===== config.mk =====
export PLATFORM = sky130hd
export DESIGN_NAME = spi_reg_bank
export DESIGN_NICKNAME = d
export VERILOG_FILES = /design/src/rtl/spi_reg_bank_pkg.sv /design/src/rtl/spi_sync_edge.sv /design/src/rtl/spi_reg_bank.sv
export SDC_FILE = /design/constraint.sdc
export NUM_CORES = 1
export LEC_CHECK = 0
export BUFFER_PORTS_ARGS = -buffer_cell sky130_fd_sc_hd__buf_2
export CORE_MARGIN = 2
export CORE_UTILIZATION = 56
export CTS_CLUSTER_DIAMETER = 40
export DETAILED_ROUTE_END_ITERATION = 8
export PLACE_DENSITY = 0.82
export SYNTH_ARGS = -nofsm -noshare
export SYNTH_HDL_FRONTEND = slang
export SYNTH_SLANG_ARGS = --single-unit

===== constraint.sdc =====
create_clock -name clk -period 2.55 [get_ports clk]
set_input_delay 0.255 -clock clk [delete_from_list [all_inputs] [get_ports clk]]
set_output_delay 0.255 -clock clk [all_outputs]
set_load 0.005 [all_outputs]

===== src/rtl/spi_reg_bank_pkg.sv =====
// Shared definitions for the SPI register bank: frame geometry, rw encoding,
// error counter width and the commit decision type.
package spi_reg_bank_pkg;

    localparam logic RW_WRITE = 1'b1;
    localparam logic RW_READ  = 1'b0;
    localparam int   ERR_W    = 8;

    // Outcome of a frame when chip select is released
    typedef enum logic [1:0] {
        CMT_NONE,
        CMT_WRITE,
        CMT_READ,
        CMT_ERROR
    } commit_e;

    // Frame is [rw][addr][data], MSB first
    function automatic int frame_w(input int addr_w, input int data_w);
        return 1 + addr_w + data_w;
    endfunction

endpackage


===== src/rtl/spi_sync_edge.sv =====
// Synchroniser for one asynchronous SPI pin: SYNC_STAGES flop chain followed
// by a delayed copy so rise/fall are single-clk pulses in the clk domain.
module spi_sync_edge #(
    parameter int SYNC_STAGES = 2
) (
    input  logic clk,
    input  logic rst_n,
    input  logic din,
    output logic q,
    output logic rise,
    output logic fall
);

    logic [SYNC_STAGES-1:0] chain;
    logic                   q_d;

    // Shift the pin through the chain; q_d keeps last cycle's synced value
    always_ff @(posedge clk or negedge rst_n) begin
        if (!rst_n) begin
            chain <= '0;
            q_d   <= 1'b0;
        end else begin
            chain <= {chain[SYNC_STAGES-2:0], din};
            q_d   <= chain[SYNC_STAGES-1];
        end
    end

    assign q    = chain[SYNC_STAGES-1];
    assign rise = q & ~q_d;
    assign fall = ~q & q_d;

endmodule


===== src/rtl/spi_reg_bank.sv =====
// SPI mode-0 register bank: writable registers with per-register commit
// strobes, CIPO read-back and a saturating count of rejected frames.
module spi_reg_bank
    import spi_reg_bank_pkg::*;
#(
    parameter int NUM_REGS    = 5,
    parameter int DATA_W      = 8,
    parameter int ADDR_W      = 7,
    parameter int SYNC_STAGES = 2
) (
    input  logic                         clk,
    input  logic                         rst_n,
    input  logic                         spi_sclk,
    input  logic                         spi_copi,
    input  logic                         spi_cs,
    output logic                         spi_cipo,
    output logic                         spi_cipo_oe,
    output logic [NUM_REGS*DATA_W-1:0]   regs_out,
    output logic [NUM_REGS-1:0]          wr_strobe,
    output logic [ERR_W-1:0]             err_count
);

    localparam int FRAME_W = frame_w(ADDR_W, DATA_W);
    localparam int CNT_W   = $clog2(FRAME_W + 2);

    localparam logic [CNT_W-1:0] CNT_FULL = CNT_W'(FRAME_W);
    localparam logic [CNT_W-1:0] CNT_OVF  = CNT_W'(FRAME_W + 1);
    // Count value seen on the rise that completes the rw+addr header
    localparam logic [CNT_W-1:0] CNT_HDR  = CNT_W'(ADDR_W);

    // ---------------------------------------------------------------
    // Pin synchronisers: [2]=select (inverted cs), [1]=copi, [0]=sclk.
    // cs is inverted so every chain can reset to 0 while still reading
    // as "deselected" out of reset.
    // ---------------------------------------------------------------
    logic [2:0] pin_q, pin_rise, pin_fall;

    spi_sync_edge #(.SYNC_STAGES(SYNC_STAGES)) u_sync [2:0] (
        .clk   (clk),
        .rst_n (rst_n),
        .din   ({~spi_cs, spi_copi, spi_sclk}),
        .q     (pin_q),
        .rise  (pin_rise),
        .fall  (pin_fall)
    );

    logic sel, copi, sclk_rise, sclk_fall, cs_rise;
    assign sel       = pin_q[2];
    assign copi      = pin_q[1];
    assign sclk_rise = pin_rise[0];
    assign sclk_fall = pin_fall[0];
    assign cs_rise   = pin_fall[2];

    logic unused_sync;
    assign unused_sync = ^{pin_rise[2:1], pin_fall[1], pin_q[0]};

    // ---------------------------------------------------------------
    // Register storage
    // ---------------------------------------------------------------
    logic [NUM_REGS-1:0][DATA_W-1:0] regs;
    assign regs_out = regs;

    // ---------------------------------------------------------------
    // Shift / count
    // ---------------------------------------------------------------
    logic [CNT_W-1:0]   cnt;
    logic [FRAME_W-1:0] shreg;

    // Shift copi in on each sclk rise while selected; count saturates at the overflow marker
    always_ff @(posedge clk or negedge rst_n) begin
        if (!rst_n) begin
            cnt   <= '0;
            shreg <= '0;
        end else if (!sel) begin
            cnt   <= '0;
        end else if (sclk_rise) begin
            shreg <= {shreg[FRAME_W-2:0], copi};
            if (cnt != CNT_OVF)
                cnt <= cnt + 1'b1;
        end
    end

    // ---------------------------------------------------------------
    // Read path: header as it will look after the current rise
    // ---------------------------------------------------------------
    logic [ADDR_W:0]   hdr_next;
    logic              hdr_rw;
    logic [ADDR_W-1:0] hdr_addr;
    logic [DATA_W-1:0] rd_word;
    logic [DATA_W-1:0] shadow;

    assign hdr_next = {shreg[ADDR_W-1:0], copi};
    assign hdr_rw   = hdr_next[ADDR_W];
    assign hdr_addr = hdr_next[ADDR_W-1:0];

    // Register lookup for read-back; out-of-range addresses read as zero
    always_comb begin
        rd_word = '0;
        for (int i = 0; i < NUM_REGS; i++)
            if (hdr_addr == ADDR_W'(i))
                rd_word = regs[i];
    end

    // Load tx shadow at end of header, then shift it out MSB first on sclk falls
    always_ff @(posedge clk or negedge rst_n) begin
        if (!rst_n) begin
            shadow   <= '0;
            spi_cipo <= 1'b0;
        end else if (!sel) begin
            shadow   <= '0;
            spi_cipo <= 1'b0;
        end else if (sclk_rise && cnt == CNT_HDR) begin
            shadow   <= (hdr_rw == RW_READ) ? rd_word : '0;
        end else if (sclk_fall) begin
            spi_cipo <= shadow[DATA_W-1];
            shadow   <= shadow << 1;
        end
    end

    assign spi_cipo_oe = sel;

    // ---------------------------------------------------------------
    // Commit decode on cs release
    // ---------------------------------------------------------------
    logic              fr_rw;
    logic [ADDR_W-1:0] fr_addr;
    logic [DATA_W-1:0] fr_data;
    logic              addr_ok;
    commit_e           cmt;

    assign fr_rw   = shreg[FRAME_W-1];
    assign fr_addr = shreg[FRAME_W-2 -: ADDR_W];
    assign fr_data = shreg[DATA_W-1:0];
    assign addr_ok = ({1'b0, fr_addr} < (ADDR_W+1)'(NUM_REGS));

    // Classify the finished frame; a cs pulse with no clocks is not an error
    always_comb begin
        cmt = CMT_NONE;
        if (cs_rise && cnt != '0) begin
            if (cnt != CNT_FULL)
                cmt = CMT_ERROR;
            else if (fr_rw == RW_READ)
                cmt = CMT_READ;
            else if (fr_rw == RW_WRITE && addr_ok)
                cmt = CMT_WRITE;
            else
                cmt = CMT_ERROR;
        end
    end

    // Apply the commit: register write plus one-clk strobe, or error count bump
    always_ff @(posedge clk or negedge rst_n) begin
        if (!rst_n) begin
            regs      <= '0;
            wr_strobe <= '0;
            err_count <= '0;
        end else begin
            wr_strobe <= '0;
            case (cmt)
                CMT_WRITE: begin
                    for (int i = 0; i < NUM_REGS; i++) begin
                        if (fr_addr == ADDR_W'(i)) begin
                            regs[i]      <= fr_data;
                            wr_strobe[i] <= 1'b1;
                        end
                    end
                end
                CMT_ERROR: begin
                    if (err_count != '1)
                        err_count <= err_count + 1'b1;
                end
                default: ;
            endcase
        end
    end

endmodule

==> results.json <==
{
  "outcome": "finished clean",
  "synthCells": 312,
  "start_kind": "register",
  "critPathKind": "register to register",
  "utilization_pct": 67.6,
  "clk_path_buf_depth": 2,
  "dr_wl_met3_um": 415,
  "synth-seq-area-share_pct": 57.1,
  "area_growth_pct": 15.6,
  "path_cells": "inv_1 -> ha_1 -> or3b_2 -> nor4_4 -> nand3b_2 -> mux2_2",
  "postLayoutCellArea_um2": 4620,
  "period_needed_ns": 2.42,
  "clkSinkCount": 91,
  "grt_max_degree": 48,
  "min_period_over_period_pct": 94.7,
  "grt_pass1_vias": 2583,
  "place_congestion": 0.822,
  "cts_root_buf": "clkbuf_8",
  "overflow": 0,
  "antenna_found_initial": 0,
  "max_slew_margin_pct": 50.0,
  "coreArea_um2": 6830,
  "grt_first_pass_wirelength_um": 12900,
  "endpoint_kind": "register",
  "wirelength_um": 7840,
  "tritoncts": "yes",
  "worstMarginPinSlew_ns": 0.748,
  "cts_inserted_buffers": 9,
  "pin_count": 60,
  "postCtsSetupBuffers": 0,
  "fillers": 506,
  "cpMaxStageDelayCell": "or3b_2",
  "drt_pre_antenna_iters": 4,
  "initial_core_util_pct": 58.4,
  "rows": 30,
  "yosys_warnings": 0,
  "wl_per_cell_um": 16.5,
  "wl_met1_um": 3570,
  "drt_iter0_drc": 113,
  "max-cap-violations": 0,
  "dieHeight_um": 88.4,
  "die_area_um2": 7820,
  "arrival_ns": 2.66,
  "ant_nets": 0,
  "critical_path.max_fanout": 9,
  "min_path_type": "input pin to register",
  "setup-violations-final": 0,
  "clk_pin_slew_ns": 0.09,
  "htree_levels": 3,
  "syn_nets": 321,
  "viasPerCell": 5.62,
  "hold_violations": 0,
  "grt_usage_pct": 21.8,
  "rsz0062_at_grt": "yes",
  "io_buffers": 59,
  "crit_buf_inv": 1,
  "placed_area_um2": 4390,
  "p_per_area_nw_per_um2": 644,
  "cts_resized": 0,
  "top_layer_used": "met4",
  "clk_latency_ns": 0.36,
  "leakagePower_nw": 2.39,
  "routed-wl-met2_um": 3700,
  "die_x_um": 88.4,
  "ys_types": 39,
  "synth_ff_type": "dfrtp_1",
  "dp_hpwl_um": 5350,
  "synth-async-reset-ratio_pct": 100,
  "syn_avg_cell_area_um2": 12.8,
  "antenna_cells": 0,
  "holdWs_ns": 0.0302,
  "vdd_drop_max_mv": 0.373,
  "finClkSkew_ns": 0.0127,
  "layout-drive-gt1-share_pct": 38.4,
  "synth-edff-count": 0,
  "vias": 2676,
  "crit_family": "simple AND/OR/NAND/NOR gates",
  "tns_ns": 0,
  "slew_viol_final": 0,
  "cp_slowest_stage_delay_ns": 0.50,
  "fin_nets": 384,
  "fmax_mhz": 414,
  "drc": 0,
  "required_ns": 2.79,
  "ys_ff_latch": 91,
  "synth_area_um2": 3990
}
-- repair_timing --
| item | CTS | global route |
|---|---|---|
| setup endpoints to repair | 0 | 3 |
| hold buffers | 3 | 0 |
| endpoints found under the hold margin | 46 | 0 |
-- where the power goes --
part           total [mW]  switching (mW)  leakage [nW]  internal (mW)
logic               0.314           0.149          1.06          0.165
registers            1.73           0.191          1.23           1.54
clock network       0.929           0.548        0.0958          0.381
-- layout make-up --
type / count / area, um2 / share of cell area [%]
flip-flops and latches: 91 / 2280 / 49.3
clock buffers: 9 / 124 / 2.68
well taps: 96 / 120 / 2.60
multi-input cells: 200 / 1630 / 35.4
repair buffers: 65 / 363 / 7.86
clock inverters: 7 / 67.6 / 1.46
inverters: 8 / 30.0 / 0.651
-- cell usage in the layout (no fill, tap or decap), types with 3 or more instances in the layout --
cell type,instances
dfrtp_1,91
mux2_2,59
buf_2,58
o21ai_0,18
nor2_1,13
nand2b_1,11
a21oi_1,11
mux2i_1,10
clkbuf_8,9
inv_1,8
nand2_1,8
and2_1,7
o221ai_1,7
and3_1,6
xnor2_1,6
o211ai_1,6
nor2b_1,4
nand4_1,4
ha_1,4
nand3_1,3
inv_8,3
dlygate4sd3_1,3
buf_4,3
-- final timing paths --
kind / to / from / cells after the start / slack [ns]
max: regs_out[8]$_DFFE_PN0P_ / cnt[0]$_DFFE_PN0P_ / 6 / 0.13
min: u_sync[2].chain[0]$_DFF_PN0_ / spi_cs / 2 / 0.03
max reg2reg: regs_out[8]$_DFFE_PN0P_ / cnt[0]$_DFFE_PN0P_ / 6 / 0.13
min reg2reg: u_sync[2].chain[1]$_DFF_PN0_ / u_sync[2].chain[0]$_DFF_PN0_ / 0 / 0.37
max in group asynchronous: shreg[6]$_DFFE_PN0P_ / rst_n / 3 / 1.46
min in group asynchronous: shadow[3]$_DFFE_PN0P_ / rst_n / 2 / 0.44
-- cells by family after synthesis --
family	after synthesis	share of synthesized area (%)
DFF	91	57.1
adders and majority gates	4	1.25
AOI/OAI and AO/OA	45	6.83
buffers and inverters	21	2.01
muxes	70	19.7
xor gates and xnor gates	7	1.54
and+or+nand+nor	74	11.6
-- registers in the layout (all words and copies together), names as in the netlist --
register	flops
regs_out	40
shreg	16
err_count	8
shadow	8
u_sync.chain	6
cnt	5
wr_strobe	5
u_sync.q_d	2
spi_cipo	1
-- cells in the mapped netlist, types with 7 or more instances --
cell type	count	area (um2)
a21oi_1	11	55.1
nand2_1	8	30.0
mux2i_1	10	100
o221ai_1	7	61.3
inv_1	8	30.0
and2_1	7	43.8
o21ai_0	18	90.1
clkbuf_1	10	37.5
nor2_1	13	48.8
mux2_2	59	664
nand2b_1	11	68.8
dfrtp_1	91	2280
-- layer usage --
layer	vias up	global-route usage, %
met1	1334	30.3
met2	77	33.2
met5	-	0
met3	16	6.34
li1	1249	-
met4	0	7.02
-- through the flow --
step                std cells  total power [mW]  setup slack, ns
floorplan                 312              1.91            0.312
global placement          457              2.06            0.175
detailed placement        457              2.07            0.142
CTS                       476              3.01            0.135
global route              476              3.14          -0.0120
finish                    476              2.97            0.135
-- worst reg2reg max path, stage by stage, from the launching register on --
cell	delay [ns]
dfrtp_1	0.42
inv_1	0.10
ha_1	0.14
or3b_2	0.50
nor4_4	0.43
nand3b_2	0.35
mux2_2	0.37
No activity file was read; power rests on OpenSTA's default activity.
